==> config.mk <==
export PLATFORM = sky130hd
export DESIGN_NAME = num_disp_scan_flat
export DESIGN_NICKNAME = d
export VERILOG_FILES = /design/src/rtl/num_disp_scan_if.sv /design/src/rtl/num_disp_scan.sv /design/src/flat_wrapper.sv
export SDC_FILE = /design/constraint.sdc
export NUM_CORES = 1
export LEC_CHECK = 0
export ABC_AREA = 1
export CAP_MARGIN = 30
export CORE_MARGIN = 2
export CORE_UTILIZATION = 49
export CTS_CLUSTER_SIZE = 16
export DETAILED_ROUTE_END_ITERATION = 8
export PLACE_DENSITY = 0.8
export SLEW_MARGIN = 30
export SYNTH_ARGS = -nofsm -noshare
export SYNTH_HDL_FRONTEND = slang
export SYNTH_SLANG_ARGS = --single-unit
==> constraint.sdc <==
create_clock -name clk -period 1.6 [get_ports clk]
set_input_delay 0.4 -clock clk [delete_from_list [all_inputs] [get_ports clk]]
set_output_delay 0.4 -clock clk [all_outputs]
set_load 0.03 [all_outputs]
==> src/rtl/num_disp_scan_if.sv <==
// Host/pin bundle for num_disp_scan: load strobe, value, blank, and the
// registered segment/anode/index outputs.
interface num_disp_scan_if #(
    parameter int NUM_DIGITS = 4
);
    logic                    load;
    logic [4*NUM_DIGITS-1:0] value_in;
    logic                    blank;
    logic [6:0]              seg_n;
    logic [NUM_DIGITS-1:0]   an_n;
    logic [1:0]              digit_idx;

    modport master (output load, value_in, blank, input  seg_n, an_n, digit_idx);
    modport slave  (input  load, value_in, blank, output seg_n, an_n, digit_idx);
endinterface

==> src/rtl/num_disp_scan.sv <==
// Multiplexed four-digit hex 7-segment scanner with registered outputs.
// Optional leading-zero blanking is enabled by defining NUM_DISP_LZB_EN.
module num_disp_scan #(
    parameter int NUM_DIGITS  = 4,
    parameter int REFRESH_DIV = 27000
) (
    input  logic           clk,
    input  logic           reset_n,
    num_disp_scan_if.slave disp
);
    localparam int CNT_W = (REFRESH_DIV > 1) ? $clog2(REFRESH_DIV) : 1;

    typedef enum logic [1:0] {DIG0, DIG1, DIG2, DIG3} dig_e;

    logic [4*NUM_DIGITS-1:0] val_q;
    logic [CNT_W-1:0]        cnt;
    dig_e                    idx;
    logic                    tick;
    logic [3:0]              nibble;
    logic                    suppress;

    function automatic logic [6:0] font(input logic [3:0] n);
        logic [6:0] f;
        case (n)
            4'h0: f = 7'h3F;  4'h1: f = 7'h06;  4'h2: f = 7'h5B;  4'h3: f = 7'h4F;
            4'h4: f = 7'h66;  4'h5: f = 7'h6D;  4'h6: f = 7'h7D;  4'h7: f = 7'h07;
            4'h8: f = 7'h7F;  4'h9: f = 7'h6F;  4'hA: f = 7'h77;  4'hB: f = 7'h7C;
            4'hC: f = 7'h39;  4'hD: f = 7'h5E;  4'hE: f = 7'h79;  default: f = 7'h71;
        endcase
        return f;
    endfunction

    assign tick   = (cnt == CNT_W'(REFRESH_DIV - 1));
    assign nibble = val_q[4*idx +: 4];

`ifdef NUM_DISP_LZB_EN
    // A digit goes dark when it and every more-significant nibble are zero.
    assign suppress = (idx != DIG0) && ((val_q >> (4*idx)) == '0);
`else
    assign suppress = 1'b0;
`endif

    // NOTE: all state uses non-blocking assignments so every flop samples
    // pre-edge values; blocking here would chain idx into the outputs early.
    always_ff @(posedge clk or negedge reset_n) begin
        if (!reset_n) begin
            val_q <= '0;
            cnt   <= '0;
        end else begin
            if (disp.load) val_q <= disp.value_in;
            cnt <= tick ? '0 : cnt + 1'b1;
        end
    end

    // Scan ring plus output stage; outputs lag idx by exactly one cycle.
    always_ff @(posedge clk or negedge reset_n) begin
        if (!reset_n) begin
            idx            <= DIG0;
            disp.an_n      <= '1;
            disp.seg_n     <= '1;
            disp.digit_idx <= '0;
        end else begin
            if (tick) begin
                case (idx)
                    DIG0:    idx <= DIG1;
                    DIG1:    idx <= DIG2;
                    DIG2:    idx <= DIG3;
                    default: idx <= DIG0;
                endcase
            end
            disp.digit_idx <= idx;
            if (disp.blank || suppress) begin
                disp.an_n  <= '1;
                disp.seg_n <= '1;
            end else begin
                disp.an_n  <= ~(NUM_DIGITS'(1) << idx);
                disp.seg_n <= ~font(nibble);
            end
        end
    end
endmodule

==> src/flat_wrapper.sv <==
// flat-port wrapper written by rule: the top's interface ports become plain ports
module num_disp_scan_flat 
#(
    parameter int NUM_DIGITS  = 4,
    parameter int REFRESH_DIV = 27000
)
  (clk, reset_n, disp_load, disp_value_in, disp_blank, disp_seg_n, disp_an_n, disp_digit_idx);
  num_disp_scan_if #(.NUM_DIGITS(NUM_DIGITS)) disp_i ();
  input  logic clk;
  input  logic reset_n;
  input wire logic [$bits(disp_i.load)-1:0] disp_load;
  input wire logic [$bits(disp_i.value_in)-1:0] disp_value_in;
  input wire logic [$bits(disp_i.blank)-1:0] disp_blank;
  output wire logic [$bits(disp_i.seg_n)-1:0] disp_seg_n;
  output wire logic [$bits(disp_i.an_n)-1:0] disp_an_n;
  output wire logic [$bits(disp_i.digit_idx)-1:0] disp_digit_idx;
  assign disp_i.load = disp_load;
  assign disp_i.value_in = disp_value_in;
  assign disp_i.blank = disp_blank;
  assign disp_seg_n = disp_i.seg_n;
  assign disp_an_n = disp_i.an_n;
  assign disp_digit_idx = disp_i.digit_idx;
  num_disp_scan #(.NUM_DIGITS(NUM_DIGITS), .REFRESH_DIV(REFRESH_DIV)) u_core (.clk(clk), .reset_n(reset_n), .disp(disp_i));
endmodule
Word level (Yosys, flattened, before mapping)
Memories as Yosys holds them, arrays and structs flattened.
Cells that the tools add are included.

storage, ports and cells
  register bits after elaboration = 46
  bits in read-only memories = 112
  input port bits = 20
  memories = 1

cells by class
  add/subtract/negate cells = 1
  eq/ne operators = 3
  shift-type cells = 2
  muxes and demuxes = 5
  bitwise logic cells = 2
  reductions and logical operators = 1

memory list
  name             depth  bits a word  read ports  clocked after Yosys merged registers in  write ports  RTL line             source
  (no name shown)  16     7            1           0                                        0            num_disp_scan.sv:24  case (n)

operators with widths
  operator                 number
  $shiftx A16 B5 Y4        1
  $add A15 B1 Y15 const B  1
  $eq A15 B15 Y1 const B   1
  $mux W15                 1
  $mux W7                  2
  $not A7 Y7               1
  $pmux W2 S3              1
  $mux W4                  1
  $not A4 Y4               1
  $shl A1 B2 Y4 const A    1
  $eq A2 B1 Y1 const B     1
  $eq A2 B2 Y1 const B     1
  $logic_not A2 Y1         1

Depth between registers and ports, before layout
An unclocked memory read counts as a cell.

  depth after elaboration = 5
  depth in mapped cells = 11
  mapped depth without buffers = 10

Least setup slack after synthesis
Ideal clock, no wire load.

  path type = reg-to-reg
  start point = reg u_core.idx[1]
  end point = reg u_core.disp.seg_n[0]
  setup time = 0.084 ns
  data arrival time = 1.445 ns
  slack = 0.071 ns
  stages on the path, launching flop included = 10
  buffers on the path = 0
  period minus slack after synthesis = 1.529 ns
  cell sequence = dfrtp_1 > inv_4 > nand3_1 > nand2_2 > clkinv_1 > ha_1 > inv_1 > nand2_2 > nand3_1 > nand3_1

between the ends
  cells in the longest elaborated chain, start to end = 5

ends and longest elaborated chain
  item                    RTL line                source
  start, declared         num_disp_scan.sv:17     dig_e idx;
  start signal, assigned  num_disp_scan.sv:58     idx <= DIG0;
  start signal, assigned  num_disp_scan.sv:65     DIG0: idx <= DIG1;
  start signal, assigned  num_disp_scan.sv:66     DIG1: idx <= DIG2;
  $shiftx A16 B5 Y4       num_disp_scan.sv:34     assign nibble = val_q[4*idx +: 4];
  $mem_v2 Z16 W7          -
  $mux W7                 num_disp_scan.sv:72     if (disp.blank || suppress) begin
  $not A7 Y7              num_disp_scan.sv:77     disp.seg_n <= ~font(nibble);
  $mux W7                 num_disp_scan.sv:72
  end signal, assigned    num_disp_scan.sv:77
  end, declared           num_disp_scan_if.sv:14  modport slave (input load, value_in, blank, output seg_n, an_n, digit_idx);

Every way passes these cells. The select of a mux whose other input is x is not followed.
A chain may end at the register's enable or synchronous reset.

Worst setup path in the final report
  start point = reg u_core.idx[0]
  end point = reg u_core.disp.seg_n[6]

Same word-level chain as after synthesis.

==> results.md <==
* Antenna Violating Nets Remaining at 0
* Most frequent cells in the layout: nand2_1 (68), nand3_1 (34), dfrtp_1 (34), nor2_1 (22), inv_1 (19)
* TritonCTS clock tree: done
* Number of fill cells in the layout at 395
* Core box area at 0.00475 mm²
* Gr ovfl total at 0
* Initial Util at 0.512
* Crit Path Max Fanout at 8
* Port bufs at 32
* Area Overhead vs Synth at 23.9%
* Largest net degree at the start of global routing at 47
* Fin. max-slew vios at 0
* Die H at 74.5 µm
* First-pass GRT wire length at 7360 µm
* Final period util at 0.935
* Layout cells sized above 1 at 0.283
* Final setup fails at 0
* DR vias at 1,867
* Detail Placement HPWL at 3180 µm
* CTS root buffer: clkbuf_8
* Area share of the largest cell type after synthesis at 0.360
* Tot GR Track Use at 0.175
* Leakage at 1.39 nW
* Leading area contributor after synthesis: dfrtp_1
* CTS sink cnt at 46
* Tot Pwr at 0.00264 W
* CTS Buffer Depth at 2
* Synth area leaders: dfrtp_1 (36%), dfstp_2 (12%), nand2_1 (11%)
* Post-route insts no fill at 385
* Seq/Total Area, Yosys at 0.478
* Post-synth EDFFs at 0
* Avg Cell Area, Syn at 8.96 µm²
* Die Wd at 74.5 µm
* Fmax at 668 MHz
* Worst-path clk slew at 0.09 ns
* Rel. slew slack at 0.798
* GPL Wtd Cong at 0.908
* Vias in the first global route at 1,652
* # DRC at 0
* Clk_lat worst skew at 0.30 ns
* Post-Syn Nets at 303
* CP Launch Type: flop
* Num rows at 25
* DR vias/cell at 4.85
* Syn. warnings at 0
* # nets final at 348
* CP Data Required Time at 1.85 ns
* Most common cell after layout, fill and taps aside: nand2_1
* Tmin final at 1.50 ns
* Setup CP Type: flop to flop
* Syn Inst Count at 272
* TritonCTS buffer count at 5
* Hold_ws at 0.0574 ns
* H-tree levels at 2
* Fraction of registers with async set/reset at 1.00
* Placed insts at 376
* DR pass1 iterations at 4
* Clock Skew at 0.00925 ns
* Distinct cells, synth at 33
* Status: complete, no violations
* Worst path arrival time at 1.75 ns
* Ports at 33
* Syn Std Cell Area at 0.00244 mm²
* Die footprint at 0.00555 mm²
* Max-cap violation count at 0
* Least-Margin Pin Slew at 0.305 ns
* Multi-input logic area at 0.00116 mm²
* Drt total wl at 4440 µm
* N_diodes at 0
* P per Cell Area at 873 mW/mm²
* Register area at 0.00117 mm²
* Final hold violation count at 0
* CP Capture Type: flop
* Antenna violations before repair at 0
* Average wire per standard cell at 11.5 µm
* Main synth FF type: dfrtp_1
* Initial DRC count at 116
* Type of the worst min-delay path: primary input to asynchronous set/reset pin
* Worst VDD drop at 0.000422 V
* Util after Layout at 0.635
* Cts hold-fix bufs at 0
* Number of synthesized register bits at 46
cells in the mapped netlist, types with 3 or more instances:
cell,count
nand2_1,69
xor2_1,4
clkinv_1,3
o21ai_0,4
dfstp_2,11
nor2_2,5
ha_1,11
nand3_1,35
dfrtp_1,35
inv_1,20
nor2_1,23
nand4_1,4
inv_2,4
nand3_2,3
nand2_2,7
mux2_2,12
layer usage:
layer	GRT usage	wire, µm	vias to the layer above
li1	-	-	968
met1	0.234	2150	859
met2	0.269	2070	33
met3	0.0488	146	7
met4	0.0694	74	0
met5	0	0	-
timing repair:
item                                    4_1_cts  5_1_grt
setup buffers                                 0        1
pin swaps                                     0        3
gates resized for setup                      25       23
endpoints found under the setup margin       17       17
report_power, final:
| group | internal, W | switching [W] | total [W] |
|---|---|---|---|
| clock | 0.000618 | 0.000385 | 0.00100 |
| combinational | 0.000157 | 0.000214 | 0.000371 |
| sequential | 0.00124 | 0.0000236 | 0.00126 |
| total | 0.00201 | 0.000622 | 0.00264 |
sequential cells by signal, indices dropped and copies added (netlist names):
| name | cells |
|---|---|
| u_core.val_q | 16 |
| u_core.cnt | 15 |
| u_core.disp.seg_n | 7 |
| u_core.disp.an_n | 4 |
| u_core.disp.digit_idx | 2 |
| u_core.idx | 2 |
kinds of logic after synthesis:
| kind of cell | Yosys count | synth area share |
|---|---|---|
| AO/OA/AOI/OAI | 10 | 0.0257 |
| flip-flops | 46 | 0.478 |
| XOR/XNOR | 6 | 0.0216 |
| multiplexers | 12 | 0.0555 |
| adder cells (fa/ha/maj) | 11 | 0.0565 |
| AND/OR/NAND/NOR | 154 | 0.303 |
| buffers and inverters | 33 | 0.0596 |
cell type report:
class / instances / area share
inverter: 30 / 0.0414
timing repair buffer: 41 / 0.117
clock buffer: 5 / 0.0228
tap: 67 / 0.0278
sequential: 46 / 0.386
multi-input combinational: 193 / 0.383
clock inverter: 3 / 0.0211
final timing paths:
kind	startpoint	to	slack, ns	cells past startpoint
min reg2reg	u_core.cnt[0]	u_core.cnt[0]	0.47	1
min in group clk	u_core.cnt[0]	u_core.cnt[0]	0.47	1
min	reset_n	u_core.cnt[9]	0.06	2
max	u_core.idx[0]	u_core.disp.seg_n[6]	0.10	10
max in group asynchronous	reset_n	u_core.disp.an_n[1]	1.27	2
max reg2reg	u_core.idx[0]	u_core.disp.seg_n[6]	0.10	10
worst max-delay path, stage by stage (launching register included):
cell      delay [ns]
dfrtp_2         0.47
clkinv_4        0.09
nand2_1         0.06
nand3_1         0.07
nand2_2         0.15
buf_6           0.12
ha_2            0.18
nand3_2         0.09
nor2_2          0.11
nor2_1          0.04
nand2_1         0.05
stage by stage:
step                      worst slack (ns)  area, µm²  TNS [ns]
after global placement              0.0449       2900         0
after CTS                          0.00139       3030         0
after global routing               -0.0205       3020   -0.0331
after detailed placement           -0.0338       2900   -0.0717
after floorplan                     0.0715       2440         0
final                                0.104       3020         0
Note: power is estimated with default switching activity, not from simulation.
